## src/rtl/mem_access_stage_pkg.sv

```systemverilog
// Shared types and constants for the MEM-stage data memory controller.
// Funct3 encodings, FSM state type and the alignment check.
package rv_mem_pkg;

    localparam int STATE_W = 2;

    localparam logic [2:0] F3_LB  = 3'b000;
    localparam logic [2:0] F3_LH  = 3'b001;
    localparam logic [2:0] F3_LW  = 3'b010;
    localparam logic [2:0] F3_LBU = 3'b100;
    localparam logic [2:0] F3_LHU = 3'b101;

    typedef enum logic [STATE_W-1:0] {
        IDLE,
        WAIT,
        DONE
    } state_t;

    // Unsupported encodings are reported as misaligned so they never reach the bus.
    function automatic logic misaligned(input logic [2:0] f3,
                                        input logic [1:0] a);
        logic m;
        case (f3)
            F3_LB, F3_LBU: m = 1'b0;
            F3_LH, F3_LHU: m = a[0];
            F3_LW:         m = (a != 2'b00);
            default:       m = 1'b1;
        endcase
        return m;
    endfunction

endpackage

```

## src/rtl/mem_access_stage_if.sv

```systemverilog
// Data memory req/ack bus between the MEM stage and the data memory.
// The stage is the master; the memory answers with a one-cycle ack.
interface mem_access_stage_if;

    logic        dmem_req;
    logic        dmem_we;
    logic [31:0] dmem_addr;
    logic [31:0] dmem_wdata;
    logic [3:0]  dmem_be;
    logic        dmem_ack;
    logic [31:0] dmem_rdata;

    modport master (
        output dmem_req, dmem_we, dmem_addr, dmem_wdata, dmem_be,
        input  dmem_ack, dmem_rdata
    );

    modport slave (
        input  dmem_req, dmem_we, dmem_addr, dmem_wdata, dmem_be,
        output dmem_ack, dmem_rdata
    );

endinterface

```

## src/rtl/mem_access_stage_align.sv

```systemverilog
// Byte-lane steering for stores and lane select plus extension for loads.
// Purely combinational; SB/SH/SW share the LB/LH/LW funct3 encodings.
module load_store_align
    import rv_mem_pkg::*;
(
    input  logic [2:0]  funct3,
    input  logic [1:0]  addr_lo,
    input  logic [31:0] rs2,
    input  logic [31:0] rdata,
    output logic [3:0]  be,
    output logic [31:0] wdata,
    output logic [31:0] ld_data
);

    logic [7:0]  byte_sel;
    logic [15:0] half_sel;

    assign byte_sel = rdata[{addr_lo, 3'b000} +: 8];
    assign half_sel = addr_lo[1] ? rdata[31:16] : rdata[15:0];

    always_comb begin
        be      = 4'b1111;
        wdata   = rs2;
        ld_data = rdata;
        case (funct3)
            F3_LB, F3_LBU: begin
                be      = 4'b0001 << addr_lo;
                wdata   = {4{rs2[7:0]}};
                ld_data = {{24{byte_sel[7] & ~funct3[2]}}, byte_sel};
            end
            F3_LH, F3_LHU: begin
                be      = 4'b0011 << {addr_lo[1], 1'b0};
                wdata   = {2{rs2[15:0]}};
                ld_data = {{16{half_sel[15] & ~funct3[2]}}, half_sel};
            end
            default: ;
        endcase
    end

endmodule

```

## src/rtl/mem_access_stage.sv

```systemverilog
// MEM-stage controller: issues data memory requests, stalls until ack or
// timeout, and presents aligned load data to the MEM/WB register.
module mem_access_stage
    import rv_mem_pkg::*;
#(
    parameter int TIMEOUT_CYCLES = 16
) (
    input  logic                clk,
    input  logic                reset,
    input  logic                EX_MEM_valid,
    input  logic                EX_MEM_memread,
    input  logic                EX_MEM_memwrite,
    input  logic [2:0]          EX_MEM_funct3,
    input  logic [31:0]         EX_MEM_ALU_result,
    input  logic [31:0]         EX_MEM_rs2_data,
    input  logic [4:0]          EX_MEM_rd,
    input  logic                EX_MEM_regwrite,
    input  logic                EX_MEM_memtoreg,
    mem_access_stage_if.master  dmem,
    output logic                mem_stall,
    output logic [31:0]         data_mem_read_data,
    output logic                MEM_regwrite,
    output logic [4:0]          MEM_rd,
    output logic                MEM_memtoreg,
    output logic [31:0]         MEM_ALU_result,
    output logic                mem_misalign,
    output logic                mem_bus_err
);

    localparam logic [7:0] TO_LAST = 8'(TIMEOUT_CYCLES - 1);

    state_t      state, state_nxt;
    logic [7:0]  cnt, cnt_nxt;
    logic [31:0] rdata_q, rdata_nxt;
    logic        err_q, err_nxt;
    logic        op, mis;
    logic        stall, misal;
    logic [3:0]  al_be;
    logic [31:0] al_wdata, al_ld;

    assign op  = EX_MEM_valid & (EX_MEM_memread | EX_MEM_memwrite);
    assign mis = misaligned(EX_MEM_funct3, EX_MEM_ALU_result[1:0]);

    load_store_align u_align (
        .funct3  (EX_MEM_funct3),
        .addr_lo (EX_MEM_ALU_result[1:0]),
        .rs2     (EX_MEM_rs2_data),
        .rdata   (dmem.dmem_rdata),
        .be      (al_be),
        .wdata   (al_wdata),
        .ld_data (al_ld)
    );

    always_ff @(posedge clk or posedge reset) begin
        if (reset) begin
            state   <= IDLE;
            cnt     <= '0;
            rdata_q <= '0;
            err_q   <= 1'b0;
        end else begin
            state   <= state_nxt;
            cnt     <= cnt_nxt;
            rdata_q <= rdata_nxt;
            err_q   <= err_nxt;
        end
    end

    always_comb begin
        state_nxt    = state;
        cnt_nxt      = cnt;
        rdata_nxt    = rdata_q;
        err_nxt      = err_q;
        stall        = 1'b0;
        misal        = 1'b0;
        MEM_regwrite = EX_MEM_regwrite;
        unique case (state)
            IDLE: begin
                if (op && !mis) begin
                    stall        = 1'b1;
                    MEM_regwrite = 1'b0;
                    cnt_nxt      = '0;
                    state_nxt    = WAIT;
                end else if (op) begin
                    misal        = 1'b1;
                    MEM_regwrite = 1'b0;
                end
            end
            WAIT: begin
                // MEM/WB keeps loading while stalled, so suppress writeback.
                stall        = 1'b1;
                MEM_regwrite = 1'b0;
                if (dmem.dmem_ack) begin
                    rdata_nxt = al_ld;
                    state_nxt = DONE;
                end else if (cnt == TO_LAST) begin
                    err_nxt   = 1'b1;
                    rdata_nxt = '0;
                    state_nxt = DONE;
                end else begin
                    cnt_nxt = cnt + 8'd1;
                end
            end
            DONE: begin
                MEM_regwrite = EX_MEM_regwrite & ~err_q;
                err_nxt      = 1'b0;
                state_nxt    = IDLE;
            end
            default: state_nxt = IDLE;
        endcase
    end

    // EX/MEM is frozen by the stall, so the bus fields stay stable in WAIT.
    assign dmem.dmem_req   = (state == WAIT) & ~reset;
    assign dmem.dmem_we    = EX_MEM_memwrite;
    assign dmem.dmem_addr  = {EX_MEM_ALU_result[31:2], 2'b00};
    assign dmem.dmem_wdata = al_wdata;
    assign dmem.dmem_be    = EX_MEM_memwrite ? al_be : 4'b1111;

    assign mem_stall          = stall & ~reset;
    assign mem_misalign       = misal & ~reset;
    assign mem_bus_err        = err_q;
    assign data_mem_read_data = rdata_q;
    assign MEM_rd             = EX_MEM_rd;
    assign MEM_memtoreg       = EX_MEM_memtoreg;
    assign MEM_ALU_result     = EX_MEM_ALU_result;

endmodule

```

## src/flat_wrapper.sv

```systemverilog
// flat-port wrapper written by rule: the top's interface ports become plain ports
module mem_access_stage_flat import rv_mem_pkg::*;
#(
    parameter int TIMEOUT_CYCLES = 16
)
  (clk, reset, EX_MEM_valid, EX_MEM_memread, EX_MEM_memwrite, EX_MEM_funct3, EX_MEM_ALU_result, EX_MEM_rs2_data, EX_MEM_rd, EX_MEM_regwrite, EX_MEM_memtoreg, mem_stall, data_mem_read_data, MEM_regwrite, MEM_rd, MEM_memtoreg, MEM_ALU_result, mem_misalign, mem_bus_err, dmem_dmem_req, dmem_dmem_we, dmem_dmem_addr, dmem_dmem_wdata, dmem_dmem_be, dmem_dmem_ack, dmem_dmem_rdata);
  mem_access_stage_if dmem_i ();
  input  logic clk;
  input  logic reset;
  input  logic EX_MEM_valid;
  input  logic EX_MEM_memread;
  input  logic EX_MEM_memwrite;
  input  logic [2:0] EX_MEM_funct3;
  input  logic [31:0] EX_MEM_ALU_result;
  input  logic [31:0] EX_MEM_rs2_data;
  input  logic [4:0] EX_MEM_rd;
  input  logic EX_MEM_regwrite;
  input  logic EX_MEM_memtoreg;
  output logic mem_stall;
  output logic [31:0] data_mem_read_data;
  output logic MEM_regwrite;
  output logic [4:0] MEM_rd;
  output logic MEM_memtoreg;
  output logic [31:0] MEM_ALU_result;
  output logic mem_misalign;
  output logic mem_bus_err;
  output wire logic [$bits(dmem_i.dmem_req)-1:0] dmem_dmem_req;
  output wire logic [$bits(dmem_i.dmem_we)-1:0] dmem_dmem_we;
  output wire logic [$bits(dmem_i.dmem_addr)-1:0] dmem_dmem_addr;
  output wire logic [$bits(dmem_i.dmem_wdata)-1:0] dmem_dmem_wdata;
  output wire logic [$bits(dmem_i.dmem_be)-1:0] dmem_dmem_be;
  input wire logic [$bits(dmem_i.dmem_ack)-1:0] dmem_dmem_ack;
  input wire logic [$bits(dmem_i.dmem_rdata)-1:0] dmem_dmem_rdata;
  assign dmem_dmem_req = dmem_i.dmem_req;
  assign dmem_dmem_we = dmem_i.dmem_we;
  assign dmem_dmem_addr = dmem_i.dmem_addr;
  assign dmem_dmem_wdata = dmem_i.dmem_wdata;
  assign dmem_dmem_be = dmem_i.dmem_be;
  assign dmem_i.dmem_ack = dmem_dmem_ack;
  assign dmem_i.dmem_rdata = dmem_dmem_rdata;
  mem_access_stage #(.TIMEOUT_CYCLES(TIMEOUT_CYCLES)) u_core (.clk(clk), .reset(reset), .EX_MEM_valid(EX_MEM_valid), .EX_MEM_memread(EX_MEM_memread), .EX_MEM_memwrite(EX_MEM_memwrite), .EX_MEM_funct3(EX_MEM_funct3), .EX_MEM_ALU_result(EX_MEM_ALU_result), .EX_MEM_rs2_data(EX_MEM_rs2_data), .EX_MEM_rd(EX_MEM_rd), .EX_MEM_regwrite(EX_MEM_regwrite), .EX_MEM_memtoreg(EX_MEM_memtoreg), .dmem(dmem_i), .mem_stall(mem_stall), .data_mem_read_data(data_mem_read_data), .MEM_regwrite(MEM_regwrite), .MEM_rd(MEM_rd), .MEM_memtoreg(MEM_memtoreg), .MEM_ALU_result(MEM_ALU_result), .mem_misalign(mem_misalign), .mem_bus_err(mem_bus_err));
endmodule
```

## config.mk

```make
export PLATFORM = sky130hd
export DESIGN_NAME = mem_access_stage_flat
export DESIGN_NICKNAME = d
export VERILOG_FILES = /design/src/rtl/mem_access_stage_pkg.sv /design/src/rtl/mem_access_stage_if.sv /design/src/rtl/mem_access_stage_align.sv /design/src/rtl/mem_access_stage.sv /design/src/flat_wrapper.sv
export SDC_FILE = /design/constraint.sdc
export NUM_CORES = 1
export LEC_CHECK = 0
export ABC_AREA = 1
export BUFFER_PORTS_ARGS = -buffer_cell sky130_fd_sc_hd__buf_2
export CAP_MARGIN = 25
export CELL_PAD_IN_SITES_DETAIL_PLACEMENT = 1
export CELL_PAD_IN_SITES_GLOBAL_PLACEMENT = 1
export CORE_ASPECT_RATIO = 2
export CORE_MARGIN = 2
export CORE_UTILIZATION = 24
export DETAILED_ROUTE_END_ITERATION = 7
export PLACE_DENSITY_LB_ADDON = 0.05
export SYNTH_ARGS = -nofsm -noshare
export SYNTH_HDL_FRONTEND = slang
export SYNTH_SLANG_ARGS = --single-unit
```

## constraint.sdc

```tcl
create_clock -name clk -period 1.64 [get_ports clk]
set_clock_uncertainty 0.15 [all_clocks]
set_input_delay 0.082 -clock clk [delete_from_list [all_inputs] [get_ports clk]]
set_output_delay 0.082 -clock clk [all_outputs]
set_load 0.01 [all_outputs]
```

; After elaboration in Yosys (flattened, before gate mapping)
; Cells that the tools add are included.
[word_totals]
register_bits = 43
latch_bits = 0
ramBits = 0
romBits = 0
input_bits = 112
out_inout_bits = 144
wordCells = 72
mem_count = 0
[classes]
n_addsub = 1
mul = 0
div = 0
magnitude_cmp = 0
eq_ne = 12
n_shift = 3
muxes = 27
n_bitwise = 11
reduce_logical = 14
[ops]
columns = op, n
row1 = $pmux W32 S2, 2
row2 = $mux W32, 2
row3 = $shiftx A32 B6 Y8, 1
row4 = $mux W8, 3
row5 = $mux W16, 1
row6 = $pmux W8 S2, 1
row7 = $add A8 B1 Y8 const B, 1
row8 = $eq A8 B4 Y1 const B, 1
row9 = $mux W1, 8
row10 = $pmux W4 S2, 1
row11 = $reduce_bool A2 Y1, 4
row12 = $and A1 B1 Y1, 7
row13 = $eq A3 B3 Y1 const B, 2
row14 = $mux W2, 3
row15 = $pmux W1 S3, 2
row16 = $mux W4, 1
row17 = $ne A2 B1 Y1 const B, 2
row18 = $ne A2 B2 Y1 const B, 2
row19 = $pmux W1 S2, 2
row20 = $pmux W2 S2, 1
row21 = $reduce_and A2 Y1, 2
row22 = $reduce_and A4 Y1, 1
row23 = $reduce_or A2 Y1, 2
row24 = $shl A1 B2 Y4 const A, 1
row25 = other kinds (13), 15

; Logic depth before layout (Yosys ltp)
; Gate-level depths: netlist (run 1).
[depth]
word_depth = 8
depth_mapped = 10

; Cells and area by module
; Synthesis (run 1) repeated with hierarchy kept, for this count alone.
[hier_totals]
hier_cells = 567
area_unflattened_um2 = 3719.8
[modules_own_cells]
columns = mod, n_inst, cells_per_inst, area_each_um2
row1 = mem_access_stage, 1, 337, 2610.0
row2 = load_store_align, 1, 230, 1109.8

; Worst setup path after synthesis (run 1)
; No wires, ideal clock.
[synth_path]
path_kind = reg-to-reg
start = reg u_core.cnt[0]
end = reg u_core.cnt[0]
arrival_time_ns = 1.359
t_required_ns = 1.363
path_slack_ns = 0.004
path_stages_with_launch = 10
period_less_slack_ns = 1.636
cell_sequence = dfrtp_1 -> ha_1 -> nand2_1 -> nor2_1 -> inv_1 -> nor2_4 -> nor2_1 -> clkinv_2 -> nand3_1 -> o21ai_0
[synth_via]
elab_chain_cells = 4
elab_cells_between_ends = 7
cone_classes = add/sub (1) / eq/ne (2) / mux (3) / reduce/logical (1)
[synth_rtl]
columns = item, line
row1 = start: declaration, mem_access_stage.sv:33  ; logic [7:0] cnt, cnt_nxt;
row2 = start signal: assignment, mem_access_stage.sv:62  ; cnt <= cnt_nxt;
row3 = $add A8 B1 Y8, mem_access_stage.sv:100  ; cnt_nxt = cnt + 8'd1;
row4 = $mux W8, mem_access_stage.sv:95  ; end else if (cnt == TO_LAST) begin
row5 = $mux W8, mem_access_stage.sv:92  ; if (dmem.dmem_ack) begin
row6 = $pmux W8 S2, mem_access_stage.sv:76  ; unique case (state)
; Parallel ways exist; a longest one is shown, timed or not. The select of a mux whose other input is x is not followed.
; A chain may end at the register's enable or synchronous reset.

; Final worst setup path (run 1)
[layout_path]
start = reg u_core.state[1]
end = out mem_stall
[layout_via]
elab_chain_cells = 3
elab_cells_between_ends = 4
cone_classes = eq/ne (1) / mux (1) / bitwise (1) / reduce/logical (1)
[layout_rtl]
columns = item, line
row1 = start: declaration, mem_access_stage.sv:32  ; state_t state, state_nxt;
row2 = start signal: assignment, mem_access_stage.sv:61  ; state <= state_nxt;
row3 = $eq A2 B1 Y1 / $logic_not A2 Y1 (equally long branches), mem_access_stage.sv:76
row4 = $pmux W1 S2 *, mem_access_stage.sv:76
row5 = $and A1 B1 Y1 *, mem_access_stage.sv:119  ; assign mem_stall = stall & ~reset;
row6 = end: declaration, flat_wrapper.sv:19  ; output logic mem_stall;
; Mark *: on every way between the ends. The rest lies on a longest branch, timed or not.

==> results of run 1 <==
## routing by layer
| layer | vias up | GRT usage, % |
|---|---|---|
| met5 | - | 0 |
| met4 | 0 | 3.85 |
| met3 | 10 | 3.61 |
| met2 | 138 | 28.5 |
| met1 | 1700 | 22.8 |
| li1 | 1919 | - |
## power groups by stage
stage / Clock, mW / Sequential [mW] / Combinational (mW)
after detailed placement: 0 / 1.57 / 1.52
after global routing: 1.12 / 1.60 / 1.82
after global placement: 0 / 1.57 / 1.50
after CTS: 1.09 / 1.56 / 1.58
final: 1.04 / 1.56 / 1.60
after floorplan: 0 / 1.68 / 0.826
## registers in the layout, indices dropped and copies added (netlist names)
name                       count
u_core.cnt                     8
u_core.data_mem_read_data     32
u_core.mem_bus_err             1
u_core.state                   2
## placed cells by master (no fill, tap or decap), drive strengths merged
cell type and instances:
nor4 1, nand2 219, clkinvlp 2, dfrtp 43, buf 186, clkinv 3
clkbuf 5, o21ai 14, nor3b 2, nand3b 1, inv 58, o211ai 7
conb 2, xor2 1, a21oi 33, or2 1, nand3 36, o2111a 1
ha 1, dlygate4sd3 12, nor2 46, nand4 8, nor3 2
## through the flow
| step | power, mW | utilization (%) | hold slack, ns | area, um^2 |
|---|---|---|---|---|
| 3_3_place_gp | 3.07 | 28.0 | 0.0141 | 4230 |
| 6_report | 4.19 | 30.9 | 0.0110 | 4680 |
| 4_1_cts | 4.24 | 30.1 | 0.0129 | 4550 |
| 2_1_floorplan | 2.51 | - | 0.0581 | 3690 |
| 5_1_grt | 4.55 | 30.9 | 0.0140 | 4680 |
| 3_5_place_dp | 3.09 | 28.0 | 0.0141 | 4230 |
## worst min-delay path, stage by stage
cell,delay (ns)
buf_2,0.10
nand2_1,0.05
nand3_1,0.07
nand2_1,0.05
nand2_1,0.06
## worst max-delay path by stage
| stage | cells past startpoint | slack (ns) | from | end |
|---|---|---|---|---|
| after floorplan | 9 | 0.004 | u_core.cnt[0] | u_core.cnt[0] |
| after global placement | 10 | -0.08 | u_core.cnt[0] | u_core.cnt[2] |
| after detailed placement | 10 | -0.12 | u_core.cnt[0] | u_core.cnt[3] |
| after CTS | 3 | -0.02 | u_core.state[1] | mem_misalign |
| after global routing | 9 | -0.09 | u_core.cnt[0] | u_core.data_mem_read_data[26] |
| final | 5 | 0.03 | u_core.state[1] | mem_stall |
## cells by family (layout without fill, tap and decap cells)
kind of cell             count (synthesis)  in the layout  synth area share [%]
adder cells (fa/ha/maj)                  1              1                 0.339
buffers and inverters                  155            266                  25.4
XOR/XNOR                                 1              1                 0.238
AND/OR/NAND/NOR                        316            316                  36.2
other                                    1              2                 0.102
AO/OA/AOI/OAI                           55             55                  8.52
flip-flops                              43             43                  29.2
## timing repair
item | in CTS | in global routing
gates cloned | 1 | 0
resized for setup | 11 | 32
endpoints found under the setup margin | 23 | 47
pin swaps | 2 | 9
buffers inserted | 1 | 4
hold buffers | 12 | 0
hold endpoints to repair | 49 | 0
## area by class of cell
class	instances	share of cell area [%]
Multi-Input combinational cell	375	38.3
Sequential cell	43	23.0
Inverter	59	4.84
Timing Repair inverter	1	0.187
Clock buffer	5	2.68
Timing Repair Buffer	198	25.1
Tap cell	198	5.30
Clock inverter	3	0.508
==> results.md, run 1 <==
* Largest delay contributor family on the critical path: flip-flops
* Routed WL at 13700 um
* Total clock buffers created by CTS at 5
* Crit path kind: flop to output port
* Count leader, synth: nand2_1
* Clock group share of total power at 24.7%
* Crit-path slowest cell: dfrtp_2
* Layout cells sized above 1 at 35.2%
* Multi-input gate area at 1790 um^2
* Die height at 179 um
* Crit path cell chain: or2_4, nor2_4, nand2_2, a21oi_2, buf_2
* Clock root buffer: clkbuf_16
* Core ar. at 15100 um^2
* Bufs and invs on worst path at 1
* Leak at 2.65 nW
* Worst flop-to-flop path endpoint: u_core.data_mem_read_data[25]
* Routed met3 length at 832 um
* Crit-path max FO at 3
* Max layer used: met4
* Vias in the first global route at 4016
* Final Hold Fails at 0
* Gpl congestion at 0.779
* Sequential fraction of the synthesis area at 29.2%
* Synth warn at 0
* Top FF cell, synth: dfrtp_1
* Final net count at 796
* Slew Viols, Final at 0
* Count of flip-flops with a built-in enable after synthesis at 0
* Slack of the worst reg-to-reg path at 0.06 ns
* Vias per inst at 4.27
* CTS tree: built
* Post-synth top cells: nand2_1 (212), buf_4 (80), inv_1 (53)
* Top Ports at 256
* Worst reg2reg path startpoint: u_core.cnt[1]
* Worst setup SP type: flop
* Row cnt at 64
* Ranking of synthesized cells by area: dfrtp_1 (29%), nand2_1 (22%), buf_4 (16%), inv_1 (5.4%), nand3_1 (4.6%)
* Post-synthesis register bit count at 43
* Status: complete, no violations
* Final setup viols at 0
* Finished Layout Cells at 882
* Pre-CTS setup slack at -0.122 ns
* Synth unique cells at 35
* Top cell type by total area after synthesis: dfrtp_1
* Worst Setup End Kind: output port
* Sequential power share at 37.2%
* Initial antenna violation count at 0
* Via count at 3767
* RSZ-0062 raised after global routing: true
* Worst Tran Pin Value at 0.708 ns
* Hold EP: u_core.data_mem_read_data[10]
* Global-route usage over all layers at 17.2%
* Aggregate global routing overflow at 0
* DRT Pass-1 Iters at 4
* Slew HR at 52.3%
* Detailed Route Iter0 Violations at 137
* Post-Syn Area at 3690 um^2
* Synth Area per Inst at 6.45 um^2
* Placed Cells at 856
* Reg2Reg Depth at 9
* CTS H-tree lvls at 2
* HPWL after DPL at 11000 um
* IO Port Bufs at 151
* FF+latch area at 1080 um^2
* DRC Markers at 0
* CP max stage delay at 0.43 ns
* WP data required at 1.41 ns
* Final WS setup at 0.0253 ns
* Worst VDD drop at 0.433 mV
* First-pass GRT wire length at 22200 um
* Max capacitance violation total at 0
* Worst-Skew Late Latency at 0.29 ns
* P_int at 2.63 mW
* Hold path start: dmem_dmem_rdata[10]
* Largest net degree at the start of global routing at 44
* Synth top area share at 29.2%
* P per Cell Area at 897 nW/um^2
* CP arrival at 1.38 ns
* Post-synth ARST share at 100%
* Period minus WS final at 1.61 ns
* Clock Pin Slew Worst Setup and Hold Paths at 0.07 ns
* Fillers at 1977
* Worst Hold Class: input port to flop
* Sink Count at 43
* Fmax at 0.619 GHz
* Gate Count Post-Synth at 572
* Synth-to-Final Area Change at 26.8%
* Sw frac at 37.4%
* Metal2 WL at 6460 um
* Antenna Cells at 0
* Gate power share at 38.1%
* DRT antenna net count at 0
* M1 WL at 6270 um
* Initial Util at 24.4%
* Die area at 16400 um^2
* Max Buffers Root-to-Sink at 2
* WHS Path Cells at 5
* Die width at 91.6 um
* Net Sw Power at 1.57 mW
* Setup_tns at 0 ns
* Final period util at 98.5%
* Average wire per standard cell at 15.6 um
No activity file was read; power rests on OpenSTA's default activity.
==> run 2, diff against run 1 <==
Settings changed: PLACE_DENSITY from default to 0.86, PLACE_DENSITY_LB_ADDON 0.05 to default, TNS_END_PERCENT from default to 50.
==> results.md, run 2 (synthesis gave the netlist of run 1 again) <==
* Commonest non-fill, non-tap cell in the layout: nand2_1
* Worst VDD drop at 0.526 mV (+21%)
* Detailed Route Iter0 Violations at 138 (+0.73%)
* Die area at 16400 um^2 (unchanged)
* Initial Util at 24.4% (unchanged)
* Status: complete, but fails checks
* CP arrival at 1.71 ns (+0.33 ns)
* Hold EP: u_core.data_mem_read_data[11]
* Vias per inst at 4.57 (+7.1%)
* Crit-path max FO at 25 (+22)
* Antenna Cells at 0 (unchanged)
* Max reg flops at 32 (unchanged)
* Final period util at 104% (+5.1 points)
* Reg2Reg Depth at 9 (unchanged)
* RSZ-0062 raised after global routing: true
* Largest net degree at the start of global routing at 44 (unchanged)
* Worst flop-to-flop path endpoint: u_core.data_mem_read_data[19]
* Core Util, Final at 29.4% (-1.5 points)
* Row cnt at 64 (unchanged)
* Leak at 2.56 nW (-3.2%)
* Die height at 179 um (unchanged)
* GRT met3 Usage at 4.04% (+0.42 points)
* Worst Hold Class: input port to flop
* CTS H-tree lvls at 2 (unchanged)
* Vias in the first global route at 4011 (-0.12%)
* M2 GR Usage at 27.0% (-1.5 points)
* Placed Cells at 847 (-1.1%)
* Layout cells sized above 1 at 32.7% (-2.5 points)
* Core ar. at 15100 um^2 (unchanged)
* Most frequent cells in the layout: nand2_1 (207), buf_2 (151), inv_1 (52)
* Final net count at 778 (-2.3%)
* Max capacitance violation total at 0 (unchanged)
* Period minus WS final at 1.70 ns (+0.0833 ns)
* Gpl congestion at 0.850 (+9.1%)
* CTS tree: built
* Worst Tran Pin Value at 0.564 ns (-0.144 ns)
* Final WS setup at -0.0581 ns (-0.0833 ns)
* WP data required at 1.65 ns (+0.24 ns)
* Max Buffers Root-to-Sink at 2 (unchanged)
* Clock root buffer: clkbuf_16
* Hold path start: dmem_dmem_rdata[27]
* Crit path kind: flop to flop
* Aggregate global routing overflow at 0 (unchanged)
* Worst Setup End Kind: flop
* HPWL after DPL at 10500 um (-4.5%)
* Fmax at 0.589 GHz (-4.9%)
* First-pass GRT wire length at 20900 um (-5.7%)
* Clock Pin Slew Worst Setup and Hold Paths at 0.07 ns (about the same)
* WHS Path Cells at 5 (unchanged)
* Slack of the worst reg-to-reg path at -0.06 ns (-0.12 ns)
* DRT antenna net count at 0 (unchanged)
* Slew Viols, Final at 0 (unchanged)
* Top Ports at 256 (unchanged)
* Top Usage Layer GRT: met2
* Average wire per standard cell at 15.5 um (-0.22%)
* Met1 Usage GRT at 20.1% (-2.7 points)
* Worst-Skew Late Latency at 0.29 ns (about the same)
* P per Cell Area at 929 nW/um^2 (+3.7%)
* Finished Layout Cells at 864 (-2.0%)
* Final Hold Fails at 1 (+1)
* Initial antenna violation count at 0 (unchanged)
* DRT Pass-1 Iters at 4 (unchanged)
* IO Port Bufs at 151 (unchanged)
* DRC Markers at 0 (unchanged)
* Worst setup SP type: flop
* Slew HR at 62.4% (+10 points)
* Sink Count at 43 (unchanged)
* Total clock buffers created by CTS at 5 (unchanged)
* Final setup viols at 32 (+32)
* Hold Worst Slack at -0.00156 ns (-0.0126 ns)
* Via count at 3952 (+4.9%)
* Routed WL at 13400 um (-2.3%)
* Global-route usage over all layers at 15.9% (-1.3 points)
* Die width at 91.6 um (unchanged)
* Worst reg2reg path startpoint: u_core.cnt[0]
* Violated checks: hold timing, setup timing
* Synth-to-Final Area Change at 20.6%
run 2: cell count changes in the layout (fill, tap and decap cells not counted), sizes merged:
cell,before,now
buf,186,176
dlygate4sd3,12,4
clkinv,3,5
clkinvlp,2,1
inv,58,57
run 2: layout make-up:
type	count	area (um^2)
timing repair buffer	180	996
clock inverter	3	25.0
fill	1996	10700
multi-input combinational	375	1740
timing repair inverter	1	5.00
clock buffer	5	125
sequential	43	1080
tap	198	248
inverter	59	231
run 2: worst max-delay path, cell delays in order, from the launching register on:
cell     delay (ns)
dfrtp_1        0.37
ha_2           0.20
nand2_2        0.08
nor2_4         0.14
inv_2          0.07
nor2_4         0.18
o21ai_4        0.09
buf_12         0.16
nand2_1        0.07
nand2_1        0.07
run 2: where the power goes:
part / internal, mW / switching, mW / total (mW)
combinational: 0.637 / 0.944 / 1.58
clock: 0.569 / 0.438 / 1.01
sequential: 1.37 / 0.178 / 1.54
total: 2.57 / 1.56 / 4.13
run 2: worst max-delay path by stage:
stage / end / from / slack (ns)
floorplan: u_core.cnt[0] / u_core.cnt[0] / 0.004
global placement: u_core.cnt[3] / u_core.cnt[0] / -0.006
detailed placement: u_core.cnt[1] / u_core.cnt[0] / -0.13
CTS: u_core.data_mem_read_data[19] / u_core.cnt[0] / 0.007
global route: u_core.cnt[5] / u_core.cnt[0] / -0.14
finish: u_core.data_mem_read_data[19] / u_core.cnt[0] / -0.06
run 2: what timing repair did:
action,in CTS,in global routing
hold buffers,4,0
endpoints found under the hold margin,46,0
cloned,1,0
pin swaps,2,5
endpoints found under the setup margin,14,43
resized for setup,12,11
setup buffers,2,2
run 2: routing by layer:
layer	part of all wire, %	vias to the layer above
met5	0	-
met4	1.7	0
li1	-	1875
met2	48	173
met3	7.8	22
met1	42	1882
run 2: through the flow:
stage                     power (mW)  area [um^2]  setup TNS (ns)  hold WS, ns  setup WS, ns
final                           4.13         4450          -0.541     -0.00156       -0.0581
after global routing            4.41         4450           -2.92       0.0140        -0.139
after CTS                       4.16         4390               0     0.000240       0.00664
after detailed placement        3.09         4150          -0.990       0.0141        -0.134
after global placement          3.03         4150         -0.0120       0.0141      -0.00567
after floorplan                 2.51         3690               0       0.0581       0.00418
==> run 3, diff against run 2 <==
Settings changed: ABC_AREA 1 to default, CORE_UTILIZATION 24 to 26, PLACE_DENSITY 0.86 to 0.87.
==> results.md, run 3 <==
* Row cnt at 60 (-6.3%)
* Count of flip-flops with a built-in enable after synthesis at 0 (unchanged)
* Die height at 169 um (-5.7%)
* Crit-path max FO at 27 (+8.0%)
* DRT antenna net count at 0 (unchanged)
* FF+latch area at 1080 um^2 (+0.12%)
* Worst-Skew Late Latency at 0.30 ns (about the same)
* Detailed Route Iter0 Violations at 135 (-2.2%)
* Fillers at 1586 (-21%)
* Gpl congestion at 0.849 (-0.13%)
* Post-synth ARST share at 100% (unchanged)
* Post-synth top cells: buf_4 (80), dfrtp_1 (43), o21ai_0 (31)
* Most frequent cells in the layout: buf_2 (151), buf_4 (45), dfrtp_1 (42)
* Routed WL at 15000 um (+12%)
* Max Buffers Root-to-Sink at 2 (unchanged)
* Synth top area share at 30.4% (+1.2 points)
* Final setup viols at 45 (+41%)
* Aggregate global routing overflow at 0 (unchanged)
* Post-CTS Setup Repair Bufs at 0 (-2)
* Worst Hold Class: input port to output port
* Antenna Cells at 0 (unchanged)
* Reg2Reg Depth at 5 (-4)
* Multi-input gate area at 1740 um^2 (-0.29%)
* Final Hold Fails at 0 (-1)
* Post-synthesis register bit count at 43 (unchanged)
* Hold EP: MEM_rd[2]
* Worst Setup End Kind: flop
* Sink Count at 43 (unchanged)
* Post-Syn Area at 3540 um^2 (-4.0%)
* Leak at 2.27 nW (-11%)
* Initial Util at 26.5% (+2.1 points)
* Max capacitance violation total at 0 (unchanged)
* Max reg flops at 32 (unchanged)
* Commonest non-fill, non-tap cell in the layout: buf_2
* HPWL after DPL at 12600 um (+20%)
* Final net count at 614 (-21%)
* Largest net degree at the start of global routing at 39 (-11%)
* Worst VDD drop at 0.524 mV (-0.38%)
* Slew HR at 53.1% (-9.4 points)
* Gate Count Post-Synth at 376 (-34%)
* Via count at 3487 (-12%)
* Slack of the worst reg-to-reg path at -0.32 ns (-0.26 ns)
* Slew Viols, Final at 0 (unchanged)
* Period minus WS final at 1.96 ns (+0.262 ns)
* Top FF cell, synth: dfrtp_1
* Layout cells sized above 1 at 53.0% (+20 points)
* Final period util at 119% (+16 points)
* Clock Pin Slew Worst Setup and Hold Paths at 0.07 ns (about the same)
* Synth Area per Inst at 9.41 um^2 (+46%)
* RSZ-0062 raised after global routing: true
* Top Ports at 256 (unchanged)
* Mux share of post-synthesis cell area at 13.3% (+13 points)
* Sequential fraction of the synthesis area at 30.4% (+1.2 points)
* Average wire per standard cell at 22.9 um (+47%)
* First-pass GRT wire length at 22000 um (+5.2%)
* Global-route usage over all layers at 20.1% (+4.2 points)
* Xor and xnor area share after synthesis at 0.247% (+0.0099 points)
* IO Port Bufs at 151 (unchanged)
* Worst flop-to-flop path endpoint: u_core.data_mem_read_data[19]
* Final WS setup at -0.320 ns (-0.262 ns)
* Synth-to-Final Area Change at 30.5%
* Fmax at 0.510 GHz (-13%)
* DRC Markers at 0 (unchanged)
* Synth Area in Adders at 0.353% (+0.014 points)
* Finished Layout Cells at 657 (-24%)
* Violated checks: setup timing
* WHS Path Cells at 0 (-5)
* Hold path start: EX_MEM_rd[2]
* Top cell type by total area after synthesis: dfrtp_1
* WP data required at 1.66 ns (about the same)
* Placed cell area at 4220 um^2 (+1.6%)
* DRT Pass-1 Iters at 4 (unchanged)
* Die width at 86.5 um (-5.6%)
* Worst Tran Pin Value at 0.700 ns (+0.136 ns)
* CP arrival at 1.98 ns (+0.27 ns)
* Synth warn at 0 (unchanged)
* Count leader, synth: buf_4
* Simple-gate share of the synthesized area at 11.8% (-24 points)
* Initial antenna violation count at 0 (unchanged)
* Main combinational cell family by area after synthesis: compound AO/OA/AOI/OAI gates
* Die area at 14600 um^2 (-11%)
* P per Cell Area at 1060 nW/um^2 (+14%)
* Crit path kind: flop to flop
* CTS tree: built
* Worst setup SP type: flop
* Clock root buffer: clkbuf_16
* Total clock buffers created by CTS at 5 (unchanged)
* Ranking of synthesized cells by area: dfrtp_1 (30%), buf_4 (17%), mux2_2 (5.4%), mux4_2 (5.1%), o21ai_0 (4.4%)
* Compound-gate portion of the synthesized area at 22.2% (+14 points)
* Status: complete, but fails checks
* Vias in the first global route at 3846 (-4.1%)
* Fin area at 4620 um^2 (+3.9%)
* CTS H-tree lvls at 2 (unchanged)
* Placed Cells at 632 (-25%)
* Synth unique cells at 51 (+46%)
* Core ar. at 13400 um^2 (-12%)
* Worst reg2reg path startpoint: u_core.cnt[6]
* Vias per inst at 5.31 (+16%)
run 3: cell count changes after synthesis, moves of 10 or more:
| cell | change |
|---|---|
| a21oi_1 | -27 |
| a221o_1 | +13 |
| a221o_2 | +10 |
| inv_1 | -43 |
| mux2_2 | +17 |
| mux2i_1 | +10 |
| nand2_1 | -184 |
| nand3_1 | -17 |
| nor2_1 | -33 |
| o21ai_0 | +18 |
run 3: timing repair:
action / CTS / global route
hold buffers: 17 / 0
hold endpoints to repair: 59 / 0
pin swaps: 3 / 1
setup endpoints to repair: 46 / 53
gates cloned: 0 / 0
resized for setup: 4 / 4
run 3: how the worst max path moves through the flow:
stage,startpoint,end,depth (start not counted)
after floorplan,u_core.cnt[6],u_core.data_mem_read_data[16],5
after global placement,u_core.cnt[6],u_core.data_mem_read_data[16],5
after detailed placement,u_core.cnt[6],u_core.data_mem_read_data[19],5
after CTS,u_core.cnt[6],u_core.data_mem_read_data[19],5
after global routing,u_core.cnt[6],u_core.data_mem_read_data[19],5
final,u_core.cnt[6],u_core.data_mem_read_data[19],5
run 3: logic make-up (layout without fill, tap and decap cells):
group,after synthesis,after routing
buffers and inverters,113,238
adders and majority gates,1,1
and+or+nand+nor,84,84
muxes,35,35
AOI/OAI and AO/OA,98,98
DFF,43,43
xor gates and xnor gates,1,1
other,1,2
run 3: routing by layer:
metal  part of all wire, %  routed length, um  track usage, %
met4                   8.2               1240            15.1
met1                    30               4470            17.4
met5                     0                  0               0
met3                   6.7               1000            3.61
met2                    55               8320            38.8
run 3: layout make-up:
class	count	area share, %
clock buffers	5	2.71
inverters	11	0.894
repair buffers	219	29.8
clock inverters	3	1.54
multi-input cells	221	37.6
well taps	155	4.20
flip-flops and latches	43	23.3
run 3: stage by stage:
stage	util (%)	hold slack, ns	power [mW]	setup TNS, ns	setup WS, ns
final	34.6	0.0140	4.91	-10.48	-0.320
after detailed placement	31.6	-0.0752	3.55	-9.60	-0.291
after global placement	31.6	-0.0769	3.46	-8.55	-0.268
after global routing	34.6	0.0140	5.15	-13.32	-0.368
after CTS	34.5	0.0141	4.95	-10.87	-0.327
after floorplan	-	0.0615	2.73	-7.50	-0.291
run 3: power breakdown:
part           internal (mW)  leakage [nW]  switching [mW]
clock                  0.884        0.0959           0.460
sequential              1.41         0.552           0.249
combinational          0.961          1.62           0.942
run 3: critical path, cell delays in order (launching register included):
cell,delay (ns)
dfrtp_1,0.38
or4_4,0.54
nor2_2,0.11
o21ai_2,0.08
buf_12,0.17
a221o_2,0.39
